**config.mk**
```make
export PLATFORM = sky130hd
export DESIGN_NAME = moka_rv32i_trace_buffer
export DESIGN_NICKNAME = d
export VERILOG_FILES = /design/src/rtl/moka_rv32i_trace_buffer.sv
export SDC_FILE = /design/constraint.sdc
export NUM_CORES = 1
export LEC_CHECK = 0
export CORE_MARGIN = 2
export CORE_UTILIZATION = 60
export DETAILED_ROUTE_END_ITERATION = 7
export MAX_ROUTING_LAYER = met4
export PLACE_DENSITY = 0.79
export SYNTH_ARGS = -nofsm -noshare
export SYNTH_HDL_FRONTEND = slang
export SYNTH_SLANG_ARGS = --single-unit
```
**constraint.sdc**
```tcl
create_clock -name clk -period 9.2 [get_ports clk]
set_clock_uncertainty 0.2 [all_clocks]
set_input_delay 0.92 -clock clk [delete_from_list [all_inputs] [get_ports clk]]
set_output_delay 0.92 -clock clk [all_outputs]
set_load 0.05 [all_outputs]
```
**src/rtl/moka_rv32i_trace_buffer.sv**
```systemverilog
// Retirement trace capture: circular buffer of per-retire records, continuous or PC-triggered, streamed oldest-first.
// Optional MOKA_TRACE_TIMESTAMP_EN stores a free-running cycle stamp in each record's MSBs. Read path is combinational from DONE.
module moka_rv32i_trace_buffer #(
    parameter int DATA_WIDTH = 32,
    parameter int DEPTH      = 16,
    parameter int TS_WIDTH   = 16,
    localparam int ADDR_W    = $clog2(DEPTH),
`ifdef MOKA_TRACE_TIMESTAMP_EN
    localparam int REC_W     = 3*DATA_WIDTH + 8 + TS_WIDTH
`else
    localparam int REC_W     = 3*DATA_WIDTH + 8
`endif
) (
    input  logic                  clk,
    input  logic                  rst,
    input  logic                  cfg_mode,
    input  logic [DATA_WIDTH-1:0] cfg_trig_pc,
    input  logic [ADDR_W:0]       cfg_post,
    input  logic                  arm,
    input  logic                  stop,
    input  logic                  retire,
    input  logic [DATA_WIDTH-1:0] pc,
    input  logic [DATA_WIDTH-1:0] instruction,
    input  logic [DATA_WIDTH-1:0] WD3,
    input  logic [4:0]            rd,
    input  logic                  RegWrite,
    input  logic                  MemWrite,
    input  logic                  PCSrc,
    output logic                  rd_valid,
    input  logic                  rd_ready,
    output logic [REC_W-1:0]      rd_data,
    output logic [ADDR_W:0]       count,
    output logic                  busy,
    output logic                  done,
    output logic                  triggered,
    output logic                  overflow
);

    localparam int CNT_W = ADDR_W + 1;
    localparam logic [ADDR_W:0] FULL = CNT_W'(DEPTH);

    typedef enum logic [1:0] {IDLE, CAPTURE, POST, DONE} state_t;

    state_t            state, state_nxt;
    logic [ADDR_W-1:0] wr_ptr, rd_ptr;
    logic [ADDR_W:0]   post_cnt;
    logic [REC_W-1:0]  mem [DEPTH];
    logic [REC_W-1:0]  rec;
    logic              trig_hit, wr_en, pop;

    assign trig_hit = retire && (pc == cfg_trig_pc);
    assign wr_en    = retire && !arm && (state == CAPTURE || state == POST);
    assign pop      = rd_valid && rd_ready;

`ifdef MOKA_TRACE_TIMESTAMP_EN
    logic [TS_WIDTH-1:0] ts;

    always_ff @(posedge clk or posedge rst) begin
        if (rst) ts <= '0;
        else     ts <= ts + TS_WIDTH'(1);
    end

    assign rec = {ts, PCSrc, MemWrite, RegWrite, rd, WD3, instruction, pc};
`else
    assign rec = {PCSrc, MemWrite, RegWrite, rd, WD3, instruction, pc};
`endif

    always_ff @(posedge clk or posedge rst) begin
        if (rst) state <= IDLE;
        else     state <= state_nxt;
    end

    // arm wins over stop and over any trigger/post event in the same cycle
    always_comb begin
        state_nxt = state;
        if (arm) begin
            state_nxt = CAPTURE;
        end else begin
            case (state)
                CAPTURE: begin
                    if (stop)
                        state_nxt = DONE;
                    else if (cfg_mode && trig_hit)
                        state_nxt = (cfg_post == '0) ? DONE : POST;
                end
                POST: begin
                    if (stop || (retire && post_cnt == CNT_W'(1)))
                        state_nxt = DONE;
                end
                default: ;
            endcase
        end
    end

    always_ff @(posedge clk or posedge rst) begin
        if (rst) begin
            wr_ptr    <= '0;
            rd_ptr    <= '0;
            count     <= '0;
            post_cnt  <= '0;
            triggered <= 1'b0;
            overflow  <= 1'b0;
        end else if (arm) begin
            wr_ptr    <= '0;
            rd_ptr    <= '0;
            count     <= '0;
            post_cnt  <= '0;
            triggered <= 1'b0;
            overflow  <= 1'b0;
        end else begin
            if (wr_en) begin
                wr_ptr <= wr_ptr + ADDR_W'(1);
                // full buffer: drop the oldest record rather than the newest
                if (count == FULL) begin
                    overflow <= 1'b1;
                    rd_ptr   <= rd_ptr + ADDR_W'(1);
                end else begin
                    count <= count + CNT_W'(1);
                end
            end
            if (state == CAPTURE && cfg_mode && trig_hit) begin
                triggered <= 1'b1;
                post_cnt  <= cfg_post;
            end else if (state == POST && retire) begin
                post_cnt <= post_cnt - CNT_W'(1);
            end
            if (pop) begin
                rd_ptr <= rd_ptr + ADDR_W'(1);
                count  <= count - CNT_W'(1);
            end
        end
    end

    always_ff @(posedge clk) begin
        if (wr_en) mem[wr_ptr] <= rec;
    end

    assign rd_valid = (state == DONE) && (count != '0);
    assign rd_data  = (state == DONE) ? mem[rd_ptr] : '0;
    assign busy     = (state == CAPTURE) || (state == POST);
    assign done     = (state == DONE);

endmodule

```
**Yosys cells after proc, flatten, opt, wreduce, memory -nomap -nowiden**

Memory sizes are Yosys's and may differ from the RTL's.
Index checks and enable logic that the tools add are counted.

- $add $sub $neg: 5
- Equal/unequal tests: 9
- Muxes and demuxes: 27
- Reduce and logical (&&, ||, !) cells: 26

Operator list:

| operator | number |
|---|---|
| $mux 104 | 1 |
| $mux 5 | 7 |
| $eq 32x32->1 | 1 |
| $mux 4 | 6 |
| $reduce_bool 3->1 | 4 |
| $logic_and 1x1->1 | 10 |
| $sub 5x1->5 const B | 2 |
| $add 4x1->4 const B | 2 |
| $mux 1 | 8 |
| $mux 2 | 4 |
| $ne 3x3->1 const B | 2 |
| $reduce_and 2->1 | 3 |
| $reduce_bool 2->1 | 3 |
| $add 5x1->5 const B | 1 |
| $eq 5x1->1 const B | 1 |
| $eq 5x5->1 const B | 1 |
| $logic_not 5->1 | 1 |
| $reduce_bool 5->1 | 1 |
| $eq 2x2->1 const B | 2 |
| $ne 4x4->1 const B | 1 |
| $pmux 2 s2 | 1 |
| $reduce_and 3->1 | 1 |
| $eq 2x1->1 const B | 1 |
| $logic_or 1x1->1 | 2 |
| $logic_not 1->1 | 1 |

- Register bits: 22
- RAM bits: 1664
- Input port bits: 148
- Output and inout port bits: 114
- Word-level logic and storage cells: 75
- Memories: 1

Memories:

| memory | depth | width | rd ports | clocked after Yosys merged registers in | write ports | line | text |
|---|---|---|---|---|---|---|---|
| mem | 16 | 104 | 1 | 0 | 1 | 47 | `logic [REC_W-1:0] mem [DEPTH];` |

**Longest topological paths before layout**

- Word-level depth: 7
- Mapped depth: 11
- Gate-level depth less buffers: 11

**Worst setup path after synthesis**

Ideal clock, no wire load.

- Kind: input -> register
- Start: input arm
- End: memory mem[0][0] in the netlist's numbering (enable)
- Library setup time: 0.568 ns
- Data arrival time: 6.047 ns
- Data required time: 8.432 ns
- Path slack: 2.385 ns
- Stages on the path: 4
- Path buffers: 2
- Cell sequence: clkbuf_1 > clkbuf_1 > or3_1 > nor2_1

- Cells in the longest elaborated chain, start to end: 5

Ends and longest elaborated chain:

| element | line | text |
|---|---|---|
| start, declared | 19 | `input logic arm,` |
| $logic_not 1->1 | 52 | `assign wr_en = retire && !arm && (state == CAPTURE \|\| state == POST);` |
| $logic_and 1x1->1 (2 in series) | 52 |  |
| $mux 1 | 135 | `if (wr_en) mem[wr_ptr] <= rec;` |
| $mux 1 (not written as such) | 135 |  |
| end, declared | 47 |  |

Every way passes these cells.

**Worst setup path in the final report**

- Start: register rd_ptr[0]
- End: output rd_data[36]

- Cells in the longest elaborated chain, start to end: 2

Ends and longest elaborated chain:

| element | line | text |
|---|---|---|
| start, declared | 45 | `logic [ADDR_W-1:0] wr_ptr, rd_ptr;` |
| start signal, assigned | 116 | `rd_ptr <= rd_ptr + ADDR_W'(1);` |
| start signal, assigned | 128 | `rd_ptr <= rd_ptr + ADDR_W'(1);` |
| $mem_v2 16x104 | n/a |  |
| $mux 104 | 139 | `assign rd_data = (state == DONE) ? mem[rd_ptr] : '0;` |
| end, declared | 31 | `output logic [REC_W-1:0] rd_data,` |

Every way passes these cells.

==> results.md <==
- Cells traversed along the worst timing path: buf_4 > buf_4 > mux4_2 > mux4_2 > and2_1 > clkdlybuf4s50_1
- Placed Cells incl. Taps: 4234
- Mapped Nets: 2811
- Count of unique library cells instantiated by Yosys: 51
- HPWL after DPL: 73100 µm
- Final min period: 6230 ps
- Post-CTS Resized: 0
- Buffers and inverters on the worst path: 3
- Commonest cells in the synthesized netlist: sky130_fd_sc_hd__edfxtp_1 (1664), sky130_fd_sc_hd__mux4_2 (520), sky130_fd_sc_hd__and2_1 (104)
- Synthesized cell area: 64900 µm²
- Post-synth ARST share: 1.30%
- Drt via density: 6.62
- Normalized max-slew margin: 20.2%
- Placer congestion estimate: around 0.76
- Setup Viol. Count Final: 0
- Max Clk Rate: 161 MHz
- Area enclosed by the die boundary: 111000 µm²
- Number of optimization iterations in the first detailed-route pass: 5
- CP top delay family: buffers and inverters
- Unrepaired setup endpoints after global routing: no
- Highest cell delay on the worst timing path: 1060 ps
- Setup Crit Path Kind: register to primary output
- Number of synthesized flops with an enable pin: between 1.5k and 2k
- Depth of the most critical reg-to-reg path: 7
- Cells after Synth: 2649
- Classification of the worst-slack hold path: register to register
- Total Nets Final: 3159
- Fraction of layout cells with a size suffix above 1: 26.2%
- Peak supply drop: 0.199 mV
- Area of the core: 107000 µm²
- Transition at the pin with the smallest max-transition slack: about 1200 ps
- Synth top area share: about 77%
- Clock transition at the registers of the reported paths: 60 ps
- Master of the slowest instance on the critical path: sky130_fd_sc_hd__dfrtp_4
- Number of hold-slack violations in the final timing report: 0
- Overall via count from detail_route: 30.1k
- Startpoint type of the worst setup path: register
- Met2 usage in global routing: 46.5%
- Fin. max-slew vios: 0
- Cell with the most instances after synthesis: sky130_fd_sc_hd__edfxtp_1
- Std-Cell Rows: 120
- Worst hold path stage count: 2
- Number of port buffers: 261
- FF+latch count, synth: 1686
- Yosys warns: 0
- Detail Route Antenna Nets: 0
- Grt total ovfl: 0
- Count of non-filler cells in the finished layout: around 4.5k
- Wire length of the first global-routing pass: 218000 µm
- Cts bufs inserted: between 150 and 200
- Placement-stage worst setup slack: 3740 ps
- Endpoint type of the worst setup path: primary output
- H-Tree Depth: 4
- GRT Max-Usage Layer: met2
- Final WS setup: 2970 ps
- Initial Utilization: 60.5%
- Cell area after layout: 74500 µm²
- Cell area reported after detailed placement: 69300 µm²
- # hold bufs at CTS: 0
- Cell taking the most area after synthesis: sky130_fd_sc_hd__edfxtp_1
- Sequential element share of the synthesized area: approximately 78%
- Root buffer cell: sky130_fd_sc_hd__clkbuf_16
- Critical path required time: 8080 ps
- Number of DRC markers after the initial detailed-route iteration: 3625
- Post-route fraction of the period consumed by the critical path: 67.7%
- Synth top area cells: sky130_fd_sc_hd__edfxtp_1 (77%), sky130_fd_sc_hd__mux4_2 (18%), sky130_fd_sc_hd__and2_1 (1.0%)
- FILL cells: between 6k and 7k
- Total detailed-routing wirelength: 149000 µm
- Maximum buffer depth of the clock tree: 3
- Logic depth of the worst path, buffers included: 6
- Most common flop cell mapped by yosys: sky130_fd_sc_hd__edfxtp_1
- Worst-skew pair later-pin latency: 760 ps
- Met3 Use GR: a little over 5%
- GRT met1 Usage: between 30% and 40%
- Number of buffers inserted to repair setup after CTS: 0
- Overall die height: 333 µm
- Number of placed I/O pins: 262
- # Max-Cap Violations: 0
- Final core utilization: ~70%
- Per-cell routed wire length: around 33 µm
- Clock tree from TritonCTS: done
- Total clock sinks: 1686
- Die Wd: 333 µm
- Run status: completed
- Mapped Avg Cell Area: between 20 and 25 µm²
- Via count of the first global-routing pass: 31.8k
- Post-synthesis to final-layout area growth: 14.9%
- P per Cell Area: 226 nW/µm²
- Static power due to leakage: approximately 23 nW
- Number of antenna violations at the first check in global routing: 15
- Largest net degree at the start of global routing: 177
- Residual DRC count: 0
- All-Layer GR Usage: 28.4%
- Largest driver fanout on the critical path: 47
- Arrival @ worst endpoint: 5110 ps
- Sum of negative setup slack: 0 ps
where the power goes:
group / internal, mW / total [mW] / switching, mW / leakage (nW)
Sequential: 8.50 / 8.57 / 0.0637 / 15.3
Clock: 3.69 / 6.50 / 2.82 / 2.51
Combinational: 0.860 / 1.78 / 0.916 / 4.82
Total: 13.0 / 16.8 / 3.80 / 22.6
sequential cells by signal, indices dropped and copies added (netlist names):
name	flops
count	5
mem	1664
overflow	1
post_cnt	5
rd_ptr	4
state	2
triggered	1
wr_ptr	4
through the flow:
| stage | power, mW | hold slack (ps) |
|---|---|---|
| after global routing | 17.3 | 353 |
| after CTS | 16.9 | 336 |
| after detailed placement | 10.5 | 324 |
| after global placement | 10.5 | 310 |
| after floorplan | 9.98 | 351 |
| final | 16.8 | 327 |
layer usage:
layer | vias to the layer above | wire length (µm)
met2 | 1657 | 77500
met4 | 0 | 3660
li1 | 12100 | -
met5 | - | 0
met1 | 16100 | 55600
met3 | 233 | 12700
final cells by class:
type	count	area, µm²	share of cell area, %
clock buffers	207	4290	5.75
clock inverters	91	888	1.19
multi-input cells	807	13800	18.5
repair buffers	316	3130	4.19
well taps	1403	1760	2.36
flip-flops and latches	1686	50500	67.8
inverters	22	82.6	0.111
diodes	15	37.5	0.0504
placed cells by master (no fill, tap or decap), types with 18 or more instances in the layout:
master	instances
sky130_fd_sc_hd__and2_1	104
sky130_fd_sc_hd__buf_4	47
sky130_fd_sc_hd__clkbuf_1	42
sky130_fd_sc_hd__clkbuf_16	165
sky130_fd_sc_hd__clkdlybuf4s50_1	261
sky130_fd_sc_hd__clkinv_1	42
sky130_fd_sc_hd__clkinv_2	18
sky130_fd_sc_hd__dfrtp_1	18
sky130_fd_sc_hd__edfxtp_1	1664
sky130_fd_sc_hd__inv_1	22
sky130_fd_sc_hd__mux4_2	520
sky130_fd_sc_hd__nor2_1	22
cells by family (layout without fill, tap and decap cells):
logic type	Yosys count	count (layout)	share of synthesized area (%)
buf+inv	156	636	1.05
simple gates	201	201	1.79
mux	530	530	18.2
other cells	0	15	0
flops	1686	1686	77.9
compound gates	29	29	0.326
fa+ha+maj	14	14	0.282
xor+xnor	33	33	0.446
path summary, 6_finish.rpt:
check	slack [ps]	end	startpoint
worst max register to register	4850	mem[3][76]	state[0]
min in group asynchronous	440	triggered	rst
max in group asynchronous	7720	rd_ptr[3]	rst
worst max-delay path	2970	rd_data[36]	rd_ptr[0]
worst min register to register	330	triggered	triggered
worst min-delay path	330	triggered	triggered
worst min-delay path, stage by stage (launching register included):
cell	delay, ps
sky130_fd_sc_hd__dfrtp_1	370
sky130_fd_sc_hd__inv_1	60
sky130_fd_sc_hd__a21oi_1	60
No activity file was read; power rests on OpenSTA's default activity.
